==> config.mk <==
export PLATFORM = sky130hd
export DESIGN_NAME = wb_sharedbus
export DESIGN_NICKNAME = d
export VERILOG_FILES = /design/src/rtl/wb_sharedbus.sv
export SDC_FILE = /design/constraint.sdc
export NUM_CORES = 1
export LEC_CHECK = 0
export ABC_AREA = 1
export CAP_MARGIN = 20
export CORE_AREA = 2 2 303 305
export DETAILED_ROUTE_END_ITERATION = 6
export DIE_AREA = 0 0 305 307
export SETUP_SLACK_MARGIN = 0.1
export SYNTH_ARGS = -nofsm -noshare
export SYNTH_HDL_FRONTEND = slang
export SYNTH_SLANG_ARGS = --single-unit
==> constraint.sdc <==
create_clock -name sys_clk -period 5.6 [get_ports sys_clk]
set_input_delay 1.4 -clock sys_clk [delete_from_list [all_inputs] [get_ports sys_clk]]
set_output_delay 1.4 -clock sys_clk [all_outputs]
set_load 0.02 [all_outputs]
==> src/rtl/wb_sharedbus.sv <==
// Shared-bus Wishbone interconnect: NM masters share one bus to NS slaves.
// Round-robin registered arbitration, address decode, and decode/timeout bus errors.
module wb_sharedbus #(
  parameter int                     NM       = 6,
  parameter int                     NS       = 6,
  parameter int                     S_ADDR_W = 3,
  parameter logic [NS*S_ADDR_W-1:0] S_ADDR   = {3'b110, 3'b101, 3'b100, 3'b010, 3'b001, 3'b000},
  parameter int                     TIMEOUT  = 255
) (
  input  logic             sys_clk,
  input  logic             sys_rst,
  input  logic [NM*32-1:0] m_adr_i,
  input  logic [NM*32-1:0] m_dat_i,
  input  logic [NM*4-1:0]  m_sel_i,
  input  logic [NM*3-1:0]  m_cti_i,
  input  logic [NM-1:0]    m_we_i,
  input  logic [NM-1:0]    m_cyc_i,
  input  logic [NM-1:0]    m_stb_i,
  output logic [31:0]      m_dat_o,
  output logic [NM-1:0]    m_ack_o,
  output logic [NM-1:0]    m_err_o,
  output logic [31:0]      s_adr_o,
  output logic [31:0]      s_dat_o,
  output logic [3:0]       s_sel_o,
  output logic [2:0]       s_cti_o,
  output logic             s_we_o,
  output logic [NS-1:0]    s_cyc_o,
  output logic [NS-1:0]    s_stb_o,
  input  logic [NS*32-1:0] s_dat_i,
  input  logic [NS-1:0]    s_ack_i,
  output logic [NM-1:0]    grant_o
);

  localparam int MW     = (NM > 1) ? $clog2(NM) : 1;
  localparam int SW     = (NS > 1) ? $clog2(NS) : 1;
  localparam int CW_RAW = $clog2(TIMEOUT + 1);
  localparam int CW     = (CW_RAW < 8) ? 8 : ((CW_RAW > 16) ? 16 : CW_RAW);
  localparam int unsigned NMU = NM;
  localparam int unsigned NSU = NS;

  typedef enum logic {IDLE, OWNED} state_t;

  state_t          state_q, state_d;
  logic [MW-1:0]   last_q, last_d;   // doubles as the current owner while OWNED
  logic [CW-1:0]   cnt_q, cnt_d;
  logic            derr_q, derr_d;
  logic            derr_done_q, derr_done_d;

  logic            owned, own_cyc, own_stb;
  logic            cand_found;
  logic [MW-1:0]   cand;
  logic            hit;
  logic [SW-1:0]   hit_idx;
  logic [NS-1:0]   hit_vec;
  logic [NM-1:0]   own_onehot;
  logic            ack_own, to_err, err_own, same_grant;

  assign owned      = (state_q == OWNED);
  assign own_cyc    = owned & m_cyc_i[last_q];
  assign own_stb    = own_cyc & m_stb_i[last_q];
  assign own_onehot = NM'(1) << last_q;

  assign s_adr_o = owned ? m_adr_i[last_q*32 +: 32] : '0;
  assign s_dat_o = owned ? m_dat_i[last_q*32 +: 32] : '0;
  assign s_sel_o = owned ? m_sel_i[last_q*4 +: 4]   : '0;
  assign s_cti_o = owned ? m_cti_i[last_q*3 +: 3]   : '0;
  assign s_we_o  = owned & m_we_i[last_q];

  // Search starts just after the last owner so every requester gets a turn.
  always_comb begin
    cand_found = 1'b0;
    cand       = '0;
    for (int unsigned i = 1; i <= NMU; i++) begin
      if (!cand_found && m_cyc_i[(32'(last_q) + i) % NMU]) begin
        cand_found = 1'b1;
        cand       = MW'((32'(last_q) + i) % NMU);
      end
    end
  end

  always_comb begin
    hit     = 1'b0;
    hit_idx = '0;
    for (int unsigned k = 0; k < NSU; k++) begin
      if (owned && !hit && (s_adr_o[31 -: S_ADDR_W] == S_ADDR[k*S_ADDR_W +: S_ADDR_W])) begin
        hit     = 1'b1;
        hit_idx = SW'(k);
      end
    end
  end

  assign hit_vec = hit ? (NS'(1) << hit_idx) : '0;
  assign s_cyc_o = own_cyc ? hit_vec : '0;
  assign s_stb_o = own_stb ? hit_vec : '0;
  assign m_dat_o = hit ? s_dat_i[hit_idx*32 +: 32] : '0;

  assign ack_own = own_cyc & hit & s_ack_i[hit_idx];
  assign to_err  = (TIMEOUT != 0) && own_stb && (cnt_q == CW'(TIMEOUT)) && !ack_own;
  assign err_own = (derr_q | to_err) & ~ack_own;

  assign grant_o = owned   ? own_onehot : '0;
  assign m_ack_o = ack_own ? own_onehot : '0;
  assign m_err_o = err_own ? own_onehot : '0;

  always_comb begin
    state_d = state_q;
    last_d  = last_q;
    case (state_q)
      IDLE: begin
        if (cand_found) begin
          state_d = OWNED;
          last_d  = cand;
        end
      end
      OWNED: begin
        if (!m_cyc_i[last_q]) begin
          if (cand_found) last_d = cand;
          else            state_d = IDLE;
        end
      end
      default: state_d = IDLE;
    endcase

    same_grant = owned && (state_d == OWNED) && (last_d == last_q);

    if (!same_grant || !own_stb || ack_own || err_own || (TIMEOUT == 0)) cnt_d = '0;
    else                                                               cnt_d = cnt_q + 1'b1;

    // Decode error fires once per strobe assertion; the done flag blocks repeats.
    derr_d      = same_grant & own_stb & ~hit & ~derr_q & ~derr_done_q;
    derr_done_d = same_grant & own_stb & (derr_done_q | derr_q);
  end

  always_ff @(posedge sys_clk) begin
    if (sys_rst) begin
      state_q     <= IDLE;
      last_q      <= MW'(NM - 1);
      cnt_q       <= '0;
      derr_q      <= 1'b0;
      derr_done_q <= 1'b0;
    end else begin
      state_q     <= state_d;
      last_q      <= last_d;
      cnt_q       <= cnt_d;
      derr_q      <= derr_d;
      derr_done_q <= derr_done_d;
    end
  end

endmodule

==> results of run 1 <==
-- sequential cells by signal (all words and copies together), names as in the netlist --
name / flops
cnt_q: 8
last_q: 3
derr_done_q: 1
derr_q: 1
owned: 1
-- placed cells by master, fill, tap and decap left out, types with 3 or more instances in the layout --
cell             instances
a21oi_1                 13
a21oi_2                  4
a22o_1                   4
buf_12                  15
buf_2                    3
buf_4                   77
clkbuf_16                3
clkbuf_2                22
clkdlybuf4s15_1          6
clkdlybuf4s50_1        731
dfxtp_1                 12
diode_2                  4
ha_1                    16
inv_1                   43
inv_2                   12
mux2i_1                 69
nand2_1                183
nand2_2                  4
nand2_4                  9
nand3_1                 29
nand4_1                  3
nor2_1                 298
nor2_2                  15
nor2_4                   5
nor3_1                  28
o211ai_1                11
o21ai_0                224
o21ai_1                 12
o221ai_1                22
o22ai_1                104
o31ai_1                  5
xnor2_1                  3
xor2_1                   7
-- stage by stage --
step	util [%]	cell area, µm²	worst slack [ps]
after floorplan	-	6730	945
after global placement	18.0	16300	-196
after detailed placement	18.0	16300	-199
after CTS	18.1	16400	117
after global routing	18.1	16400	86.0
final	18.1	16400	272
-- routing by layer --
layer	GRT usage (%)	share of wire (%)	up-vias
met1	15.4	41	5754
met3	2.24	7.3	77
met5	0	0.021	-
met4	4.56	3.9	2
li1	-	-	5933
met2	21.2	48	656
-- power by group --
group          internal, mW  leakage (nW)  switching, mW
clock network        0.0961        0.0382         0.0402
registers             0.120         0.115         0.0406
logic                  3.08          6.19           4.75
total                  3.29          6.35           4.84
-- worst paths after layout --
| path | start | to | slack, ps |
|---|---|---|---|
| setup / recovery | m_adr_i[29] | m_dat_o[25] | 270 |
| hold / removal | cnt_q[0] | cnt_q[0] | 460 |
| setup reg to reg | last_q[0] | last_q[2] | 1930 |
| hold reg to reg | cnt_q[0] | cnt_q[0] | 460 |
-- cell type report --
type | count | area, µm²
inverter | 59 | 230
timing repair buffer | 858 | 8420
antenna | 4 | 10.0
clock buffer | 4 | 78.8
fill | 10500 | 74300
sequential | 14 | 288
tap | 1186 | 1480
multi-input combinational | 1092 | 5910
-- logic make-up (layout without fill, tap and decap cells) --
| group | count (synthesis) | after routing | synth area share, % |
|---|---|---|---|
| multiplexers | 69 | 69 | 10.3 |
| AO/OA/AOI/OAI | 409 | 409 | 35.4 |
| AND/OR/NAND/NOR | 588 | 588 | 36.4 |
| XOR/XNOR | 10 | 10 | 1.30 |
| adder cells (fa/ha/maj) | 16 | 16 | 2.98 |
| other | 0 | 4 | 0 |
| buffers and inverters | 157 | 921 | 9.43 |
| flip-flops | 14 | 14 | 4.17 |
-- what timing repair did --
action,4_1_cts,5_1_grt
resized for setup,58,101
cloned,0,0
endpoints found under the setup margin,43,44
pin swaps,0,4
setup buffers,0,6
==> key figures, run 1 <==
Status
  – Status: complete, no violations

CTS
  – Worst-Skew Late Latency: 240 ps
  – Hold_buf cts: 0
  – Worst-path clk slew: 50 ps
  – CTS root buf: clkbuf_16
  – Clk sinks: 14
  – CTS tree: built
  – Clk buf depth: 2
  – CTS H-tree lvls: 1
  – Total CTS buffers: 3

Synthesis
  – Synth top area cells: nor2_1 (17%), o21ai_0 (17%), mux2i_1 (10%)
  – Most common cell in the synthesized netlist: nor2_1
  – Ys async rst share: 0%
  – Synth Flop Type: dfxtp_1
  – Syn Area/Cell: 5.33 µm²
  – Post-synth top area cell: nor2_1
  – Post-synth top cells: nor2_1 (304), o21ai_0 (225), nand2_1 (184)
  – Synth cell types: 47
  – Mapped Area: roughly 6700 µm²
  – Seq/Total Area, Yosys: around 4.2%
  – Cells after synthesis: about 1300
  – Post-Syn Nets: between 1500 and 2000
  – Post-synth EDFFs: 0
  – Post-synthesis sequential element count: 14
  – Top cell type's share of synthesized area: ~17%
  – Synthesis Warnings: 0

Power
  – Pwr Total: between 8 and 9 mW
  – Leak: about 6.3 nW
  – PD cells: between 400 and 500 nW/µm²
  – Peak supply drop: slightly above 0.0003 V

Setup path
  – Kind of critical path: input pin to output port
  – WP buf/inv: 3
  – Crit path largest cell delay: approximately 400 ps
  – Most used cell, CP: nor2_1
  – Critical Path AT: about 3900 ps
  – Slowest CP cell: clkdlybuf4s50_1
  – CP Launch Type: input pin
  – Crit Path Max Fanout: 29
  – Family with the most delay on the worst path: buffers and inverters
  – WP depth: 16
  – Critical Path RT: 4200 ps
  – Crit. End Element: output port
  – CP Cell Sequence: clkdlybuf4s50_1, nor2_1, nor2_1, o21ai_1, nand2_1, a21oi_2, nor2_4, nor2_4, nand3_1, nand3_1, a21oi_2, nand3_2, buf_12, o221ai_1, nor2_1, dlygate4sd2_1
  – R2R cell count: 21

Floorplan
  – FP Rows: 111
  – Starting Density: between 7 and 8%
  – Die area: 93600 µm²
  – Die height: roughly 310 µm
  – I/O pin cnt: slightly below 800
  – Die Width: roughly 310 µm
  – CORE AREA: 90700 µm²

Layout
  – Fin nets: around 2700
  – Non-Filler Instances: 3217
  – Share of cells above drive strength 1: 9.32%
  – Layout area overhead: 144%

Drt
  – Final ANT Viol Nets: 0
  – TritonRoute pass-1 iters: 5
  – DR vias: 12400
  – DR WL/cell: approximately 20 µm
  – Vias/cell: approximately 3.9
  – WL final: ~63000 µm
  – DRC Markers: 0
  – DRT iter0 DRCs: between 800 and 900

Placed design
  – Placed insts: between 3000 and 4000
  – Buffers on Ports: approximately 780
  – Post-DP HPWL: 54000 µm
  – Global placer's final weighted congestion: 0.938

Timing
  – Period utilization: about 95%
  – Final Skew: 2.14 ps
  – RSZ-0062 raised after global routing: false
  – Fin. Hold Viols: 0
  – Setup TNS: 0 ps
  – Final min period: 5330 ps
  – Final Slew Violations: 0
  – Fmax: about 190 MHz
  – Measured slew at the worst slew-check pin: 788 ps
  – Fin Hold WS: 457 ps
  – Final setup viols: 0
  – Relative slew slack: roughly 47%

GRT
  – Grt ovf: 0
  – First-pass GRT wire length: 85400 µm
  – GRT Util Overall: 12.4%
  – Largest net degree at the start of global routing: just over 100
  – Vias in the first global route: 12100
  – Initial antenna violation count: 8

Job
  – Maximum capacitance violations: 0

Min path
  – Worst hold path class: flip-flop to flip-flop
  – Worst Hold Depth: 1
Note: power is estimated with default switching activity, not from simulation.
==> run 2: changes to the inputs <==
==> constraint.sdc (replaced) <==
create_clock -name sys_clk -period 4.5 [get_ports sys_clk]
set_input_delay 1.125 -clock sys_clk [delete_from_list [all_inputs] [get_ports sys_clk]]
set_output_delay 1.125 -clock sys_clk [all_outputs]
set_load 0.02 [all_outputs]
==> run 2 against run 1 <==
Effect of this change:
- critical path depth grew 2
- flip-flop and latch count did not move
- total power increased by 36%
- worst hold slack is essentially flat
- final cell count is 0.81% higher
- register-to-register slack got worse by 1100 ps
- die area did not move
- utilization up 0.60 points
- first-iteration DRC count down 6.1%
- clock power up 35%
==> key figures, run 2 (synthesis gave the netlist of run 1 again) <==
Layout
  – Most frequent cells in the layout: clkdlybuf4s50_1 (679), nor2_1 (278), o21ai_0 (222) (was clkdlybuf4s50_1 (731), nor2_1 (298), o21ai_0 (224))
  – Most flop-heavy register: cnt_q (unchanged)
  – Layout area overhead: 152% (was 144%)
  – Number of flip-flops under the largest register name: 8 (unchanged)
  – Fill cells: 10400 (was 10500)
  – Share of cells above drive strength 1: 15.0% (was 9.32%)
  – Reg area: 288 µm² (unchanged)
  – Biggest regs: cnt_q: 8 flops, last_q: 3 flops (unchanged)
  – Fin util: 18.7% (was 18.1%)
  – Commonest non-fill, non-tap cell in the layout: clkdlybuf4s50_1 (unchanged)
  – Fin nets: 2717 (was 2688)
  – Multi-input logic area: 6120 µm² (was 5910 µm²)

Floorplan
  – FP Rows: 111 (unchanged)
  – Die area: 93600 µm² (unchanged)
  – Die Width: 305 µm (unchanged)
  – I/O pin cnt: 778 (unchanged)
  – CORE AREA: 90700 µm² (unchanged)
  – Starting Density: 7.42% (unchanged)
  – Die height: 307 µm (unchanged)

Power
  – Pwr Total: 11.1 mW (was 8.13 mW)
  – PD cells: 652 nW/µm² (was 495 nW/µm²)
  – Peak supply drop: 0.000305 V (was 0.000307 V)
  – Leak: 6.75 nW (was 6.35 nW)

Setup path
  – CP Cell Sequence: buf_6, or2_0, o211a_1, a21oi_4, nor2_4, nor2_4, nand2_4, nand2_4, inv_6, nand2_8, buf_6, buf_12, buf_12, nor2_1, nor3_1, nor2_1, nor2_1, buf_4 (was clkdlybuf4s50_1, nor2_1, nor2_1, o21ai_1, nand2_1, a21oi_2, nor2_4, nor2_4, nand3_1, nand3_1, a21oi_2, nand3_2, buf_12, o221ai_1, nor2_1, dlygate4sd2_1)
  – Slowest CP cell: a21oi_4 (was clkdlybuf4s50_1)
  – Critical Path RT: 3380 ps (was 4200 ps)
  – Crit Path Max Fanout: 7 (was 29)
  – WP buf/inv: 6 (was 3)
  – Critical Path AT: 3200 ps (was 3930 ps)
  – Crit path largest cell delay: 200 ps (was 400 ps)
  – Kind of critical path: input pin to output port (unchanged)
  – CP Launch Type: input pin (unchanged)
  – Crit. End Element: output port (unchanged)
  – Most used cell, CP: nor2_1 (unchanged)
  – Family with the most delay on the worst path: simple AND/OR/NAND/NOR gates (was buffers and inverters)

Status
  – Status: complete, no violations (unchanged)

Timing
  – Fin. Hold Viols: 0 (unchanged)
  – Measured slew at the worst slew-check pin: 987 ps (was 788 ps)
  – Fmax: between 200 and 250 MHz
  – Relative slew slack: 34.2% (was 47.5%)
  – Final min period: between 4000 and 5000 ps
  – Fin Hold WS: 457 ps (about the same)
  – RSZ-0062 raised after global routing: true (was false)
  – Final setup viols: 0 (unchanged)
  – Setup ws final: 174 ps (was 272 ps)
  – Final Skew: 1.01 ps (was 2.14 ps)
  – Setup TNS: 0 ps (unchanged)
  – Period utilization: between 90% and 100%
  – Final Slew Violations: 0 (unchanged)

GRT
  – Grt ovf: 0 (unchanged)
  – Largest net degree at the start of global routing: 144 (was 101)
  – Vias in the first global route: 12300 (was 12100)
  – First-pass GRT wire length: 86400 µm (was 85400 µm)
  – GRT Util Overall: 12.5% (was 12.4%)
  – Initial antenna violation count: 11 (was 8)

Drt
  – DR vias: 12500 (was 12400)
  – DRT iter0 DRCs: 794 (was 846)
  – Final ANT Viol Nets: 0 (unchanged)
  – TritonRoute pass-1 iters: 5 (unchanged)
  – DR WL/cell: 19.6 µm (was 19.5 µm)
  – Vias/cell: 3.87 (was 3.86)
  – DRC Markers: 0 (unchanged)
  – WL final: 63500 µm (was 62800 µm)

CTS
  – Clk sinks: 14 (unchanged)
  – CTS root buf: clkbuf_16 (unchanged)
  – Hold_buf cts: 0 (unchanged)
  – Total CTS buffers: 3 (unchanged)
  – CTS H-tree lvls: 1 (unchanged)
  – Worst-path clk slew: 50 ps (about the same)
  – Clk buf depth: 2 (unchanged)
  – Worst-Skew Late Latency: 240 ps (about the same)
  – CTS tree: built (unchanged)

Placed design
  – Global placer's final weighted congestion: 0.938 (about the same)
  – Buffers on Ports: 777 (unchanged)
  – Post-DP HPWL: 53800 µm (was 54000 µm)
  – Pre-CTS WS: -696 ps (was -199 ps)

Job
  – Maximum capacitance violations: 0 (unchanged)

Min path
  – Worst hold path class: flip-flop to flip-flop (unchanged)
==> run 2: changes by cell type in the layout (fill, tap and decap cells not counted), moves of 13 or more <==
cell             previous run  this run
clkdlybuf4s50_1           731       679
buf_6                       1        14
nor2_1                    298       278
buf_2                       3        21
clkbuf_2                   22         5
buf_4                      77       125
==> run 2: final timing paths <==
check / from / cells after the start / slack (ps) / endpoint
max: m_adr_i[157] / 18 / 170 / m_dat_o[25]
min: cnt_q[0] / 1 / 460 / cnt_q[0]
max reg2reg: last_q[0] / 21 / 800 / last_q[2]
min reg2reg: cnt_q[0] / 1 / 460 / cnt_q[0]
==> run 2: routing by layer <==
layer	track usage [%]	vias to the layer above	wire length, µm
met5	0	-	60
met4	2.94	8	1760
li1	-	5979	-
met1	15.0	5795	25300
met2	22.5	672	31200
met3	2.89	85	5140
==> run 2: report_power, final <==
part / leakage, nW / internal (mW) / switching [mW] / total (mW)
registers: 0.115 / 0.150 / 0.0496 / 0.199
logic: 6.59 / 4.44 / 6.25 / 10.7
clock network: 0.0442 / 0.134 / 0.0497 / 0.184
total: 6.75 / 4.72 / 6.35 / 11.1
==> run 2: repair_timing <==
| item | CTS | global route |
|---|---|---|
| pin swaps | 60 | 51 |
| resized for setup | 286 | 61 |
| buffers inserted | 16 | 3 |
| cloned | 2 | 1 |
| endpoints found under the setup margin | 55 | 48 |
==> run 2: area by class of cell <==
cell class	count	share of cell area, %
Inverter	59	1.44
Antenna cell	1	0.0147
Sequential cell	14	1.70
Multi-Input combinational cell	1092	36.1
Timing Repair Buffer	887	51.5
Tap cell	1186	8.75
Clock buffer	4	0.524
==> run 2: worst register-to-register path: cells and delay by family, from the launching register on <==
| kind | cells | cell delay [ps] |
|---|---|---|
| AOI/OAI and AO/OA | 2 | 250 |
| xor gates and xnor gates | 1 | 350 |
| adders and majority gates | 2 | 710 |
| buffers and inverters | 2 | 330 |
| DFF | 1 | 490 |
| and+or+nand+nor | 14 | 1480 |
==> run 2: metrics by stage <==
step,area [µm²],std cells
global route,17000,3242
CTS,16800,3239
detailed placement,16500,3217
finish,17000,3243
global placement,16500,3217
floorplan,6730,1263
